--- config.mk ---
export PLATFORM = sky130hd
export DESIGN_NAME = spi_leader_arbiter_flat
export DESIGN_NICKNAME = d
export VERILOG_FILES = /design/src/rtl/spi_leader_arbiter_pkg.sv /design/src/rtl/spi_leader_arbiter_if.sv /design/src/rtl/spi_leader_arbiter_rr_pick.sv /design/src/rtl/spi_leader_arbiter.sv /design/src/flat_wrapper.sv
export SDC_FILE = /design/constraint.sdc
export NUM_CORES = 1
export LEC_CHECK = 0
export CAP_MARGIN = 20
export CORE_MARGIN = 5
export CORE_UTILIZATION = 45
export CTS_CLUSTER_DIAMETER = 100
export DETAILED_ROUTE_END_ITERATION = 12
export MAX_ROUTING_LAYER = met4
export PLACE_DENSITY_LB_ADDON = 0.25
export SYNTH_ARGS = -nofsm -noshare
export SYNTH_HDL_FRONTEND = slang
export SYNTH_SLANG_ARGS = --single-unit
--- constraint.sdc ---
create_clock -name sys_clk -period 4.2 [get_ports sys_clk]
set_input_delay 1.05 -clock sys_clk [delete_from_list [all_inputs] [get_ports sys_clk]]
set_output_delay 1.05 -clock sys_clk [all_outputs]
set_load 0.005 [all_outputs]
--- src/rtl/spi_leader_arbiter_pkg.sv ---
// Shared state encoding, defaults and sizing helpers for the SPI leader arbiter.
// Imported by the interface, picker and top.
package spi_leader_arbiter_pkg;

   typedef enum logic [1:0] {
      ST_IDLE   = 2'd0,
      ST_LAUNCH = 2'd1,
      ST_WAIT   = 2'd2,
      ST_DONE   = 2'd3
   } arb_state_e;

   localparam int DEFAULT_TIMEOUT = 1024;

   // Watchdog counter must hold TIMEOUT-1; a disabled watchdog still needs a 1-bit counter.
   function automatic int cnt_width(input int timeout);
      return (timeout > 1) ? $clog2(timeout) : 1;
   endfunction

endpackage

--- src/rtl/spi_leader_arbiter_if.sv ---
// Requester-side and leader-side signals of the arbiter bundled into one interface.
// The arbiter uses the master view; the requesters and the attached spi_leader use the slave view.
interface spi_leader_arbiter_if #(
   parameter int NUM_REQ   = 4,
   parameter int DATA_LEN  = 8,
   parameter int DIV_WIDTH = 8
);

   logic [NUM_REQ-1:0]           req;
   logic [NUM_REQ*DATA_LEN-1:0]  req_tx_data;
   logic [NUM_REQ*DIV_WIDTH-1:0] req_div;
   logic [NUM_REQ-1:0]           gnt;
   logic [NUM_REQ-1:0]           ack;
   logic                         err;
   logic [DATA_LEN-1:0]          rx_data;
   logic                         busy;

   logic                         spi_go;
   logic [DATA_LEN-1:0]          spi_tx_data;
   logic [DIV_WIDTH-1:0]         spi_clk_divider;
   logic [DATA_LEN-1:0]          spi_rx_data;
   logic                         spi_busy;
   logic                         spi_done;

   modport master (
      input  req, req_tx_data, req_div,
      input  spi_rx_data, spi_busy, spi_done,
      output gnt, ack, err, rx_data, busy,
      output spi_go, spi_tx_data, spi_clk_divider
   );

   modport slave (
      output req, req_tx_data, req_div,
      output spi_rx_data, spi_busy, spi_done,
      input  gnt, ack, err, rx_data, busy,
      input  spi_go, spi_tx_data, spi_clk_divider
   );

endinterface

--- src/rtl/spi_leader_arbiter_rr_pick.sv ---
// Combinational round-robin picker: the first set request at or after the pointer,
// searching upward and wrapping modulo NUM_REQ.
module spi_rr_pick #(
   parameter  int NUM_REQ = 4,
   localparam int IDX_W   = $clog2(NUM_REQ)
) (
   input  logic [NUM_REQ-1:0] req_i,
   input  logic [IDX_W-1:0]   rr_ptr_i,
   output logic [NUM_REQ-1:0] winner_o,
   output logic [IDX_W-1:0]   winner_idx_o
);

   always_comb begin
      logic [IDX_W-1:0] cand;
      logic             found;
      winner_o     = '0;
      winner_idx_o = '0;
      found        = 1'b0;
      cand         = '0;
      for (int k = 0; k < NUM_REQ; k++) begin
         cand = IDX_W'((int'(rr_ptr_i) + k) % NUM_REQ);
         if (!found && req_i[cand]) begin
            found          = 1'b1;
            winner_o[cand] = 1'b1;
            winner_idx_o   = cand;
         end
      end
   end

endmodule

--- src/rtl/spi_leader_arbiter.sv ---
// Shares one spi_leader between NUM_REQ requesters: round-robin grant, launch, wait for
// done (or watchdog abort), then a one-cycle ack carrying the received word.
module spi_leader_arbiter
   import spi_leader_arbiter_pkg::*;
#(
   parameter int NUM_REQ   = 4,
   parameter int DATA_LEN  = 8,
   parameter int DIV_WIDTH = 8,
   parameter int TIMEOUT   = DEFAULT_TIMEOUT
) (
   input logic                  sys_clk,
   input logic                  rst_n,
   spi_leader_arbiter_if.master bus
);

   localparam int IDX_W = $clog2(NUM_REQ);
   localparam int CNT_W = cnt_width(TIMEOUT);
   localparam logic [CNT_W-1:0] CNT_LAST = CNT_W'((TIMEOUT > 0) ? TIMEOUT - 1 : 0);

   arb_state_e           state_q, state_d;
   logic [IDX_W-1:0]     rr_ptr_q, rr_ptr_d;
   logic [IDX_W-1:0]     win_q, win_d;
   logic [CNT_W-1:0]     cnt_q, cnt_d;
   logic                 first_wait_q, first_wait_d;
   logic                 err_q, err_d;
   logic [DATA_LEN-1:0]  rx_q, rx_d;
   logic [DATA_LEN-1:0]  tx_q, tx_d;
   logic [DIV_WIDTH-1:0] div_q, div_d;

   logic [NUM_REQ-1:0]   pick_onehot;
   logic [IDX_W-1:0]     pick_idx;
   logic [DATA_LEN-1:0]  pick_tx;
   logic [DIV_WIDTH-1:0] pick_div;
   logic [NUM_REQ-1:0]   win_onehot;
   logic [IDX_W-1:0]     rr_next;
   logic                 done_seen;
   logic                 timed_out;

   spi_rr_pick #(
      .NUM_REQ (NUM_REQ)
   ) u_pick (
      .req_i        (bus.req),
      .rr_ptr_i     (rr_ptr_q),
      .winner_o     (pick_onehot),
      .winner_idx_o (pick_idx)
   );

   assign pick_tx  = bus.req_tx_data[pick_idx*DATA_LEN +: DATA_LEN];
   assign pick_div = bus.req_div[pick_idx*DIV_WIDTH +: DIV_WIDTH];
   assign rr_next  = (win_q == IDX_W'(NUM_REQ - 1)) ? '0 : win_q + 1'b1;

   // A done level left over from the previous transfer is masked in the first WAIT cycle.
   assign done_seen = bus.spi_done && !first_wait_q;
   assign timed_out = (TIMEOUT != 0) && (cnt_q == CNT_LAST);

   always_ff @(posedge sys_clk) begin
      if (!rst_n) begin
         state_q      <= ST_IDLE;
         rr_ptr_q     <= '0;
         win_q        <= '0;
         cnt_q        <= '0;
         first_wait_q <= 1'b0;
         err_q        <= 1'b0;
         rx_q         <= '0;
         tx_q         <= '0;
         div_q        <= '0;
      end else begin
         state_q      <= state_d;
         rr_ptr_q     <= rr_ptr_d;
         win_q        <= win_d;
         cnt_q        <= cnt_d;
         first_wait_q <= first_wait_d;
         err_q        <= err_d;
         rx_q         <= rx_d;
         tx_q         <= tx_d;
         div_q        <= div_d;
      end
   end

   always_comb begin
      state_d      = state_q;
      rr_ptr_d     = rr_ptr_q;
      win_d        = win_q;
      cnt_d        = cnt_q;
      first_wait_d = first_wait_q;
      err_d        = err_q;
      rx_d         = rx_q;
      tx_d         = tx_q;
      div_d        = div_q;
      unique case (state_q)
         ST_IDLE: begin
            // Leader still busy (e.g. after an abort) blocks new grants.
            if ((|pick_onehot) && !bus.spi_busy) begin
               state_d = ST_LAUNCH;
               win_d   = pick_idx;
               tx_d    = pick_tx;
               div_d   = (pick_div == '0) ? DIV_WIDTH'(1) : pick_div;
            end
         end
         ST_LAUNCH: begin
            state_d      = ST_WAIT;
            cnt_d        = '0;
            first_wait_d = 1'b1;
         end
         ST_WAIT: begin
            first_wait_d = 1'b0;
            if (done_seen) begin
               state_d = ST_DONE;
               rx_d    = bus.spi_rx_data;
               err_d   = 1'b0;
            end else if (timed_out) begin
               state_d = ST_DONE;
               rx_d    = '0;
               err_d   = 1'b1;
            end else if (TIMEOUT != 0) begin
               cnt_d = cnt_q + 1'b1;
            end
         end
         ST_DONE: begin
            state_d  = ST_IDLE;
            rr_ptr_d = rr_next;
            err_d    = 1'b0;
         end
      endcase
   end

   always_comb begin
      win_onehot        = '0;
      win_onehot[win_q] = 1'b1;
   end

   assign bus.gnt             = (state_q != ST_IDLE) ? win_onehot : '0;
   assign bus.ack             = (state_q == ST_DONE) ? win_onehot : '0;
   assign bus.spi_go          = (state_q == ST_LAUNCH);
   assign bus.busy            = (state_q != ST_IDLE);
   assign bus.err             = err_q;
   assign bus.rx_data         = rx_q;
   assign bus.spi_tx_data     = tx_q;
   assign bus.spi_clk_divider = div_q;

   a_gnt_onehot : assert property (@(posedge sys_clk) disable iff (!rst_n) $onehot0(bus.gnt));
   a_ack_onehot : assert property (@(posedge sys_clk) disable iff (!rst_n) $onehot0(bus.ack));

endmodule

--- src/flat_wrapper.sv ---
// flat-port wrapper written by rule: the top's interface ports become plain ports
module spi_leader_arbiter_flat import spi_leader_arbiter_pkg::*;
#(
   parameter int NUM_REQ   = 4,
   parameter int DATA_LEN  = 8,
   parameter int DIV_WIDTH = 8,
   parameter int TIMEOUT   = DEFAULT_TIMEOUT
)
  (sys_clk, rst_n, bus_req, bus_req_tx_data, bus_req_div, bus_spi_rx_data, bus_spi_busy, bus_spi_done, bus_gnt, bus_ack, bus_err, bus_rx_data, bus_busy, bus_spi_go, bus_spi_tx_data, bus_spi_clk_divider);
  spi_leader_arbiter_if #(.NUM_REQ(NUM_REQ), .DATA_LEN(DATA_LEN), .DIV_WIDTH(DIV_WIDTH)) bus_i ();
  input logic sys_clk;
  input logic rst_n;
  input wire logic [$bits(bus_i.req)-1:0] bus_req;
  input wire logic [$bits(bus_i.req_tx_data)-1:0] bus_req_tx_data;
  input wire logic [$bits(bus_i.req_div)-1:0] bus_req_div;
  input wire logic [$bits(bus_i.spi_rx_data)-1:0] bus_spi_rx_data;
  input wire logic [$bits(bus_i.spi_busy)-1:0] bus_spi_busy;
  input wire logic [$bits(bus_i.spi_done)-1:0] bus_spi_done;
  output wire logic [$bits(bus_i.gnt)-1:0] bus_gnt;
  output wire logic [$bits(bus_i.ack)-1:0] bus_ack;
  output wire logic [$bits(bus_i.err)-1:0] bus_err;
  output wire logic [$bits(bus_i.rx_data)-1:0] bus_rx_data;
  output wire logic [$bits(bus_i.busy)-1:0] bus_busy;
  output wire logic [$bits(bus_i.spi_go)-1:0] bus_spi_go;
  output wire logic [$bits(bus_i.spi_tx_data)-1:0] bus_spi_tx_data;
  output wire logic [$bits(bus_i.spi_clk_divider)-1:0] bus_spi_clk_divider;
  assign bus_i.req = bus_req;
  assign bus_i.req_tx_data = bus_req_tx_data;
  assign bus_i.req_div = bus_req_div;
  assign bus_i.spi_rx_data = bus_spi_rx_data;
  assign bus_i.spi_busy = bus_spi_busy;
  assign bus_i.spi_done = bus_spi_done;
  assign bus_gnt = bus_i.gnt;
  assign bus_ack = bus_i.ack;
  assign bus_err = bus_i.err;
  assign bus_rx_data = bus_i.rx_data;
  assign bus_busy = bus_i.busy;
  assign bus_spi_go = bus_i.spi_go;
  assign bus_spi_tx_data = bus_i.spi_tx_data;
  assign bus_spi_clk_divider = bus_i.spi_clk_divider;
  spi_leader_arbiter #(.NUM_REQ(NUM_REQ), .DATA_LEN(DATA_LEN), .DIV_WIDTH(DIV_WIDTH), .TIMEOUT(TIMEOUT)) u_core (.sys_clk(sys_clk), .rst_n(rst_n), .bus(bus_i));
endmodule
# Word level (Yosys, flattened, before mapping)
# Cells that the tools add are included.
dict set report totals {
  ff_bits 42
  input_bits 80
  output_inout_bits 35
  wordCells 111
}
dict set report classes {
  add_sub_neg 5
  n_lt_le_gt_ge 10
  n_eq_ne 9
  n_shift 2
  n_mux 46
  bitwise 3
  n_reduce_logical 27
}
# operator count
set ops {}
lappend ops {{32-bit by 6-bit variable part select with 8-bit output} 2}
lappend ops {{4-bit 2-to-1 mux} 6}
lappend ops {{8-bit 2-to-1 mux} 3}
lappend ops {{10-bit 2-to-1 mux} 2}
lappend ops {{10-bit one-hot mux with 2 select lines} 1}
lappend ops {{2-bit 2-to-1 mux} 8}
lappend ops {{2-bit by 3-bit < comparator with 1-bit output (second input constant)} 5}
lappend ops {{1-bit 2-to-1 mux} 14}
lappend ops {{4-bit bitwise OR} 3}
lappend ops {{10-bit by 1-bit adder with 10-bit output (second input constant)} 1}
lappend ops {{1-bit demux with 2-bit select} 5}
lappend ops {{10-bit == test (second input constant)} 1}
lappend ops {{2-bit by 1-bit greater-or-equal comparator with 1-bit output (second input constant)} 5}
lappend ops {{1-bit logical AND} 10}
lappend ops {{1-bit binary-select mux with 2-bit select} 4}
lappend ops {{8-bit zero test} 1}
lappend ops {{2-bit one-hot mux with 4 select lines} 1}
lappend ops {{2-bit AND reduction} 4}
lappend ops {{2-bit nonzero test} 4}
lappend ops {{2-bit == test (second input constant)} 3}
lappend ops {{1-bit zero test} 5}
lappend ops {{2-bit by 1-bit adder with 2-bit output (second input constant)} 2}
lappend ops {{2-bit adder (second input constant)} 2}
lappend ops {{2-bit inequality test (second input constant)} 2}
lappend ops {{other kinds (7)} 8}

# Longest topological paths before layout
# Gate-level depths: netlist of run 1.
dict set report logic_depth {
  word_depth 16
  mapped_depth 15
  mapped_depth_nobuf 10
}

# By module
# A second synthesis of run 1 with hierarchy kept.
dict set report unflattened {
  cells_unflattened 292
  area_unflattened_um2 2727.6
}
# mod instances cells_each area_each_um2 seq_area_each_um2
set by_module_without_submodules {}
lappend by_module_without_submodules {spi_leader_arbiter 1 246 2308.5 840.8}
lappend by_module_without_submodules {spi_rr_pick 1 46 419.2 0.0}

# Worst setup path after synthesis of run 1
# OpenSTA, ideal clock, no wires.
dict set report synth_timing {
  kind {input to register}
  from {input port bus_req[0]}
  to {register u_core.div_q[0] (netlist: u_core.bus.spi_clk_divider[0])}
  setup_time_ns 0.074
  arrival_time_ns 3.245
  required_ns 4.126
  slack_ns 0.881
  stages 9
  n_path_buf 2
  path_cell_list {clkbuf_2 -> mux4_2 -> nor2b_4 -> buf_6 -> a22o_1 -> a221oi_2 -> a32oi_1 -> or4_1 -> a31oi_1}
}
dict set report synth_between {
  elab_chain_len 15
  word_cells_on_any_way 34
  classes_between {shift: 1; mux: 20; bitwise: 3; reduce/logical: 10}
}
# item line_no
set synth_rtl {}
lappend synth_rtl {{start: declaration} flat_wrapper.sv:13} ;# input wire logic [$bits(bus_i.req)-1:0] bus_req;
lappend synth_rtl {{1-bit binary-select mux with 2-bit select} spi_leader_arbiter_rr_pick.sv:22} ;# if (!found && req_i[cand]) begin
lappend synth_rtl {{1-bit 2-to-1 mux (not written as such)} spi_leader_arbiter_rr_pick.sv:22}
lappend synth_rtl {{1-bit 2-to-1 mux} spi_leader_arbiter_rr_pick.sv:22}
lappend synth_rtl {{1-bit zero test} spi_leader_arbiter_rr_pick.sv:22}
lappend synth_rtl {{1-bit logical AND} spi_leader_arbiter_rr_pick.sv:22}
lappend synth_rtl {{1-bit 2-to-1 mux} spi_leader_arbiter_rr_pick.sv:22}
lappend synth_rtl {{1-bit zero test} spi_leader_arbiter_rr_pick.sv:22}
lappend synth_rtl {{1-bit logical AND} spi_leader_arbiter_rr_pick.sv:22}
lappend synth_rtl {{1-bit 2-to-1 mux} spi_leader_arbiter_rr_pick.sv:22}
lappend synth_rtl {{1-bit zero test} spi_leader_arbiter_rr_pick.sv:22}
lappend synth_rtl {{1-bit logical AND} spi_leader_arbiter_rr_pick.sv:22}
lappend synth_rtl {{2-bit 2-to-1 mux / 4-bit 2-to-1 mux (equally long branches)} spi_leader_arbiter_rr_pick.sv:22}
lappend synth_rtl {{32-bit by 6-bit variable part select with 8-bit output / 4-bit OR reduction (equally long branches)} {spi_leader_arbiter.sv:49, spi_leader_arbiter.sv:93}}
lappend synth_rtl {{8-bit zero test / 1-bit logical AND (equally long branches)} {spi_leader_arbiter.sv:97, spi_leader_arbiter.sv:93}}
lappend synth_rtl {{8-bit 2-to-1 mux / 2-bit AND reduction (equally long branches)} n/a}
lappend synth_rtl {{end signal: assignment} spi_leader_arbiter.sv:76} ;# div_q <= div_d;
lappend synth_rtl {{end: declaration} spi_leader_arbiter.sv:28} ;# logic [DIV_WIDTH-1:0] div_q, div_d;
# Parallel ways exist; a longest one is shown, timed or not. The select of a mux whose other input is x is not followed.
# A chain may end at the register's enable or synchronous reset.

# Worst setup path in the final report of run 1
dict set report layout_timing {
  from {input port bus_req[1]}
  to {register u_core.div_q[0] (netlist: u_core.bus.spi_clk_divider[0])}
}
# Same word-level chain as after synthesis.

==> results.json, run 1 <==
{
  "syn_avg_cell_area_um2": 8.448,
  "slew_viol_final": 0,
  "rows": 30,
  "p_leak_nw": 1.588,
  "cts_root_buf": "clkbuf_8",
  "path_buf_inv": 1,
  "skew_ns": 0.006711,
  "status": "finished, final reports clean",
  "vias": 2989,
  "p_switching_mw": 0.6612,
  "core_area_um2": 6719,
  "fin_setup_tns_ns": 0,
  "die_x_um": 92.55,
  "async_flop_share_pct": 0,
  "final_cell_mix": "clkdlybuf4s50_1, nand2_1, dfxtp_1, mux2i_1, nor2b_1",
  "grt_pass1_wl_um": 13920,
  "power_frac_seq_pct": 28.9,
  "synth_edf_count": 0,
  "cp_slowest_cell": "mux4_2",
  "die_area_um2": 8566,
  "clock_path_buffers": 2,
  "layout_min_cycle_time_ns": 3.688,
  "cap_violations": 0,
  "timing.fmax_mhz": 271.2,
  "final-setup-viol-count": 0,
  "syn-num-nets": 459,
  "grt_usage_pct": 20.49,
  "synth_seq_cells": 42,
  "cts_inserted_buffers": 5,
  "tightest_slew_ns": 0.6004,
  "cts-htree-levels": 2,
  "critPathTopFamily": "multiplexers",
  "antenna_cells": 0,
  "crit_path_end_kind": "flop",
  "syn_area_um2": 3067,
  "hold_buffers": 0,
  "synthToLayoutAreaGrowth_pct": 41.82,
  "clkTransAtPathRegs_ns": 0.08,
  "grt_pass1_vias": 2922,
  "drtIter0Drc": 116,
  "hold_violations": 0,
  "synthDistinctLibCells": 57,
  "synth-main-ff-cell": "dfxtp_1",
  "max_stage_delay_ns": 0.74,
  "io_pins": 115,
  "wl_per_cell_um": 15.44,
  "dr.pass1.iters": 4,
  "p_per_area_nw_per_um2": 416.0,
  "required_ns": 4.42,
  "vdd_drop_max_v": 0.0002384,
  "initial_core_util_pct": 45.64,
  "dp_cells": 541,
  "min_path_type": "flop to flop",
  "worst_ep_arrival_time_ns": 3.90,
  "totalWireLength_um": 8460,
  "cts_tree": "done",
  "antenna_left": 0,
  "clock-sinks": 42,
  "p_sw_share_pct": 36.55,
  "clk_latency_ns": 0.29,
  "gr-total-overflow": 0,
  "power.internal_mw": 1.148,
  "max_slew_margin_pct": 59.71,
  "grt_antenna_before_repair": 0,
  "min_period_over_period_pct": 87.80,
  "post-place-ws_ns": 0.2251,
  "path_cells": "clkdlybuf4s50_1, mux4_2, nor2_1, o21ai_0, nand2_2, mux2i_1, a32oi_1, or4_1, a31oi_1",
  "drive_above_1_share_pct": 7.692,
  "post_cts_resized": 0,
  "drc_errors": 0,
  "combinationalPowerShare_pct": 53.2,
  "synthCells": 363,
  "drt-vias-per-instance": 5.454,
  "final-instance-count-excl-fill": 548,
  "post_cts_buffers": 0,
  "die_h_um": 92.55,
  "grt_max_degree": 36,
  "dp_hpwl_um": 6638,
  "startpoint_type": "input port",
  "finalWorstSetupSlack_ns": 0.5125,
  "rsz0062_at_grt": "no",
  "io_buffers": 114,
  "layout_commonest_cell": "clkdlybuf4s50_1",
  "path_class": "input port to flop",
  "yosysWarnings": 0,
  "synth_seq_area_share_pct": 27.42,
  "power_frac_clock_pct": 18.0,
  "crit_path_max_fanout": 22,
  "nNetsFinal": 564,
  "gp_routability_congestion": 0.9137
}
## synthesized netlist by cell type, types with 4 or more instances
| cell | number | area, µm² |
|---|---|---|
| clkbuf_1 | 10 | 37.54 |
| nand3_1 | 10 | 50.05 |
| a21oi_1 | 13 | 65.06 |
| nor2b_1 | 19 | 118.9 |
| nand2b_1 | 4 | 25.02 |
| or4_1 | 4 | 30.03 |
| mux2i_1 | 22 | 220.2 |
| nand2_1 | 45 | 168.9 |
| and2_1 | 12 | 75.07 |
| buf_2 | 6 | 30.03 |
| o21ai_0 | 15 | 75.07 |
| dfxtp_1 | 42 | 840.8 |
| inv_1 | 9 | 33.78 |
| nor2_1 | 17 | 63.81 |
| ha_1 | 16 | 200.2 |
| mux2_2 | 14 | 157.7 |
| a21boi_0 | 15 | 112.6 |
| o211ai_1 | 15 | 112.6 |
| a22oi_1 | 10 | 75.07 |
| buf_6 | 4 | 45.04 |
## flip-flops by register name, summed over array words and instances, names as in the netlist
signal                      count
u_core.cnt_q                   10
u_core.bus.rx_data              8
u_core.bus.spi_clk_divider      8
u_core.bus.spi_tx_data          8
u_core.rr_ptr_q                 2
u_core.state_q                  2
u_core.win_q                    2
u_core.bus.err                  1
u_core.first_wait_q             1
## path summary, 6_finish.rpt
check	from	end	slack, ns	depth (start not counted)
worst max-delay path	bus_req[1]	u_core.bus.spi_clk_divider[0]	0.51	9
worst min-delay path	u_core.bus.spi_tx_data[6]	u_core.bus.spi_tx_data[6]	0.46	2
worst max register to register	u_core.rr_ptr_q[0]	u_core.bus.spi_clk_divider[0]	0.83	9
worst min register to register	u_core.bus.spi_tx_data[6]	u_core.bus.spi_tx_data[6]	0.46	2
## power by group through the flow
stage	sequential [mW]	combinational, mW	clock [mW]
6_report	0.523	0.962	0.325
5_1_grt	0.533	1.07	0.354
4_1_cts	0.523	0.970	0.334
3_5_place_dp	0.531	0.962	0
3_3_place_gp	0.528	0.943	0
2_1_floorplan	0.527	0.596	0
## area by class of cell
type | count | area, µm²
fillers | 599 | 2370
multi-input cells | 287 | 2057
repair buffers | 122 | 1201
flip-flops and latches | 42 | 840.8
well taps | 80 | 100.1
clock buffers | 6 | 82.58
inverters | 10 | 37.54
clock inverters | 1 | 30.03
## logic make-up (layout without fill, tap and decap cells)
family | count (synthesis) | count (layout) | share of synthesized area, %
simple gates | 133 | 133 | 22.40
compound gates | 93 | 93 | 21.34
flops | 42 | 42 | 27.42
mux | 40 | 40 | 15.38
buf+inv | 34 | 139 | 5.508
fa+ha+maj | 16 | 16 | 6.528
xor+xnor | 5 | 5 | 1.428
## per-layer routing
metal / vias up / global-route usage, % / wire, µm
met5: - / - / 0
met4: 0 / 5.446 / 106
met3: 12 / 5.199 / 507
met2: 81 / 34.80 / 4192
met1: 1377 / 24.12 / 3653
li1: 1519 / - / -
## worst reg2reg max path, stage by stage (launching register included)
cell and delay, ns:
dfxtp_1 0.34, clkinv_1 0.30, ha_1 0.56, mux4_2 0.47, nor2b_4 0.26, o31ai_1 0.11, a2111oi_0 0.48, a21oi_1 0.10
or4_1 0.51, a31oi_1 0.17
## through the flow
stage | instance area [µm²] | util (%) | hold slack (ns) | power, mW
6_report | 4349 | 64.73 | 0.4618 | 1.809
5_1_grt | 4349 | 64.73 | 0.4944 | 1.956
4_1_cts | 4349 | 64.73 | 0.4660 | 1.827
3_5_place_dp | 4237 | 63.05 | 0.4553 | 1.493
3_3_place_gp | 4237 | 63.05 | 0.4494 | 1.471
2_1_floorplan | 3067 | - | 0.4537 | 1.124
(Power assumes the default switching activity.)
==> run 2: changes to the inputs <==
Settings changed: CORE_UTILIZATION 45 to 30.
==> results.json, run 2 (synthesis results as in run 1) <==
{
  "status": "finished, final reports clean",
  "gp_routability_congestion": 0.8225,
  "top_register": "u_core.cnt_q",
  "core_area_um2": 10140,
  "drt-vias-per-instance": 4.865,
  "min_path_type": "flop to flop",
  "cp_slowest_cell": "mux4_2",
  "cap_violations": 0,
  "die_x_um": 111.1,
  "initial_core_util_pct": 30.25,
  "gr-total-overflow": 0,
  "drtIter0Drc": 141,
  "final-setup-viol-count": 0,
  "layout_commonest_cell": "clkdlybuf4s50_1",
  "dp_cells": 599,
  "r2r_slack_ns": 0.82,
  "hold_violations": 0,
  "post-route-util_pct": 44.03,
  "io_buffers": 114,
  "skew_ns": 0.008324,
  "post_cts_buffers": 0,
  "die_h_um": 111.1,
  "required_ns": 4.42,
  "layout_min_cycle_time_ns": 3.795,
  "grt_antenna_before_repair": 0,
  "antenna_left": 0,
  "p_leak_nw": 1.611,
  "clock-sinks": 42,
  "crit_path_max_fanout": 12,
  "grt_pass1_wl_um": 14170,
  "wl_per_cell_um": 13.97,
  "worst_ep_arrival_time_ns": 4.01,
  "fill_cells": 1024,
  "register_area_um2": 840.8,
  "grt_max_degree": 28,
  "min_period_over_period_pct": 90.37,
  "cts-htree-levels": 2,
  "post_cts_resized": 0,
  "path_cells": "clkdlybuf4s50_1, mux4_2, a21oi_1, o21ai_0, nand2_2, mux2i_1, a32oi_1, or4_1, a31oi_1",
  "grt_usage_pct": 13.88,
  "io_pins": 115,
  "timing.fmax_mhz": 263.5,
  "antenna_cells": 0,
  "crit_path_end_kind": "flop",
  "clock_path_buffers": 2,
  "hold_ws_ns": 0.4629,
  "grt_pass1_vias": 2996,
  "dr.pass1.iters": 4,
  "hold_buffers": 0,
  "cts_tree": "done",
  "dp_hpwl_um": 6862,
  "drc_errors": 0,
  "drive_above_1_share_pct": 8.280,
  "vdd_drop_max_v": 0.0002173,
  "path_class": "input port to flop",
  "cts_inserted_buffers": 5,
  "tightest_slew_ns": 0.6187,
  "max_stage_delay_ns": 0.61,
  "clk_latency_ns": 0.29,
  "vias": 2953,
  "nNetsFinal": 566,
  "max_slew_margin_pct": 58.63,
  "fin_setup_tns_ns": 0,
  "totalPowerFinal_mw": 1.876,
  "synthToLayoutAreaGrowth_pct": 45.57,
  "largest_register_ffs": 10,
  "rsz0062_at_grt": "no",
  "slew_viol_final": 0,
  "final_cell_mix": "clkdlybuf4s50_1, nand2_1, dfxtp_1, mux2i_1, nor2b_1",
  "multiInputGateArea_um2": 2057,
  "clkTransAtPathRegs_ns": 0.08,
  "rows": 37,
  "p_per_area_nw_per_um2": 420.3,
  "final-instance-count-excl-fill": 607,
  "cts_root_buf": "clkbuf_8",
  "startpoint_type": "input port",
  "die_area_um2": 12340,
  "totalWireLength_um": 8477
}
-- run 2: cell types whose count changed in the layout (fill, tap and decap cells not counted), sizes merged --
cell,change
buf,+2
bufinv,+1
-- run 2: cell type report --
class / count / share of cell area (%)
multi-input combinational: 287 / 46.08
timing repair buffer: 124 / 27.24
sequential: 42 / 18.83
tap: 136 / 3.812
clock buffer: 6 / 1.850
clock inverter: 2 / 1.345
inverter: 10 / 0.8408
-- run 2: path summary, 6_finish.rpt --
check / start / endpoint / cells past startpoint
hold reg to reg: u_core.bus.spi_tx_data[1] / u_core.bus.spi_tx_data[1] / 2
setup reg to reg: u_core.rr_ptr_q[0] / u_core.bus.spi_clk_divider[0] / 9
setup / recovery: bus_req[1] / u_core.bus.spi_clk_divider[0] / 9
hold / removal: u_core.bus.spi_tx_data[1] / u_core.bus.spi_tx_data[1] / 2
-- run 2: where the power goes --
group	internal, mW	total, mW	switching, mW
clock	0.254	0.389	0.135
combinational	0.491	0.964	0.473
sequential	0.473	0.524	0.0509
total	1.22	1.88	0.659
-- run 2: stage by stage --
stage / setup slack (ns) / cell area (µm²)
after floorplan: 0.8809 / 3067
after global placement: 0.1649 / 4322
after detailed placement: 0.09835 / 4322
after CTS: 0.3985 / 4464
after global routing: 0.1798 / 4464
final: 0.4045 / 4464
-- run 2: per-layer routing --
layer	part of all wire [%]	track usage (%)
met2	46	22.25
met1	47	17.95
met5	0	-
met3	6.5	3.876
met4	0.31	2.028
-- run 2: worst max-delay path, delay by kind of cell --
| family | cells | cell delay (ns) |
|---|---|---|
| muxes | 2 | 0.89 |
| AOI/OAI and AO/OA | 4 | 0.77 |
| and+or+nand+nor | 2 | 0.72 |
| buffers and inverters | 1 | 0.58 |
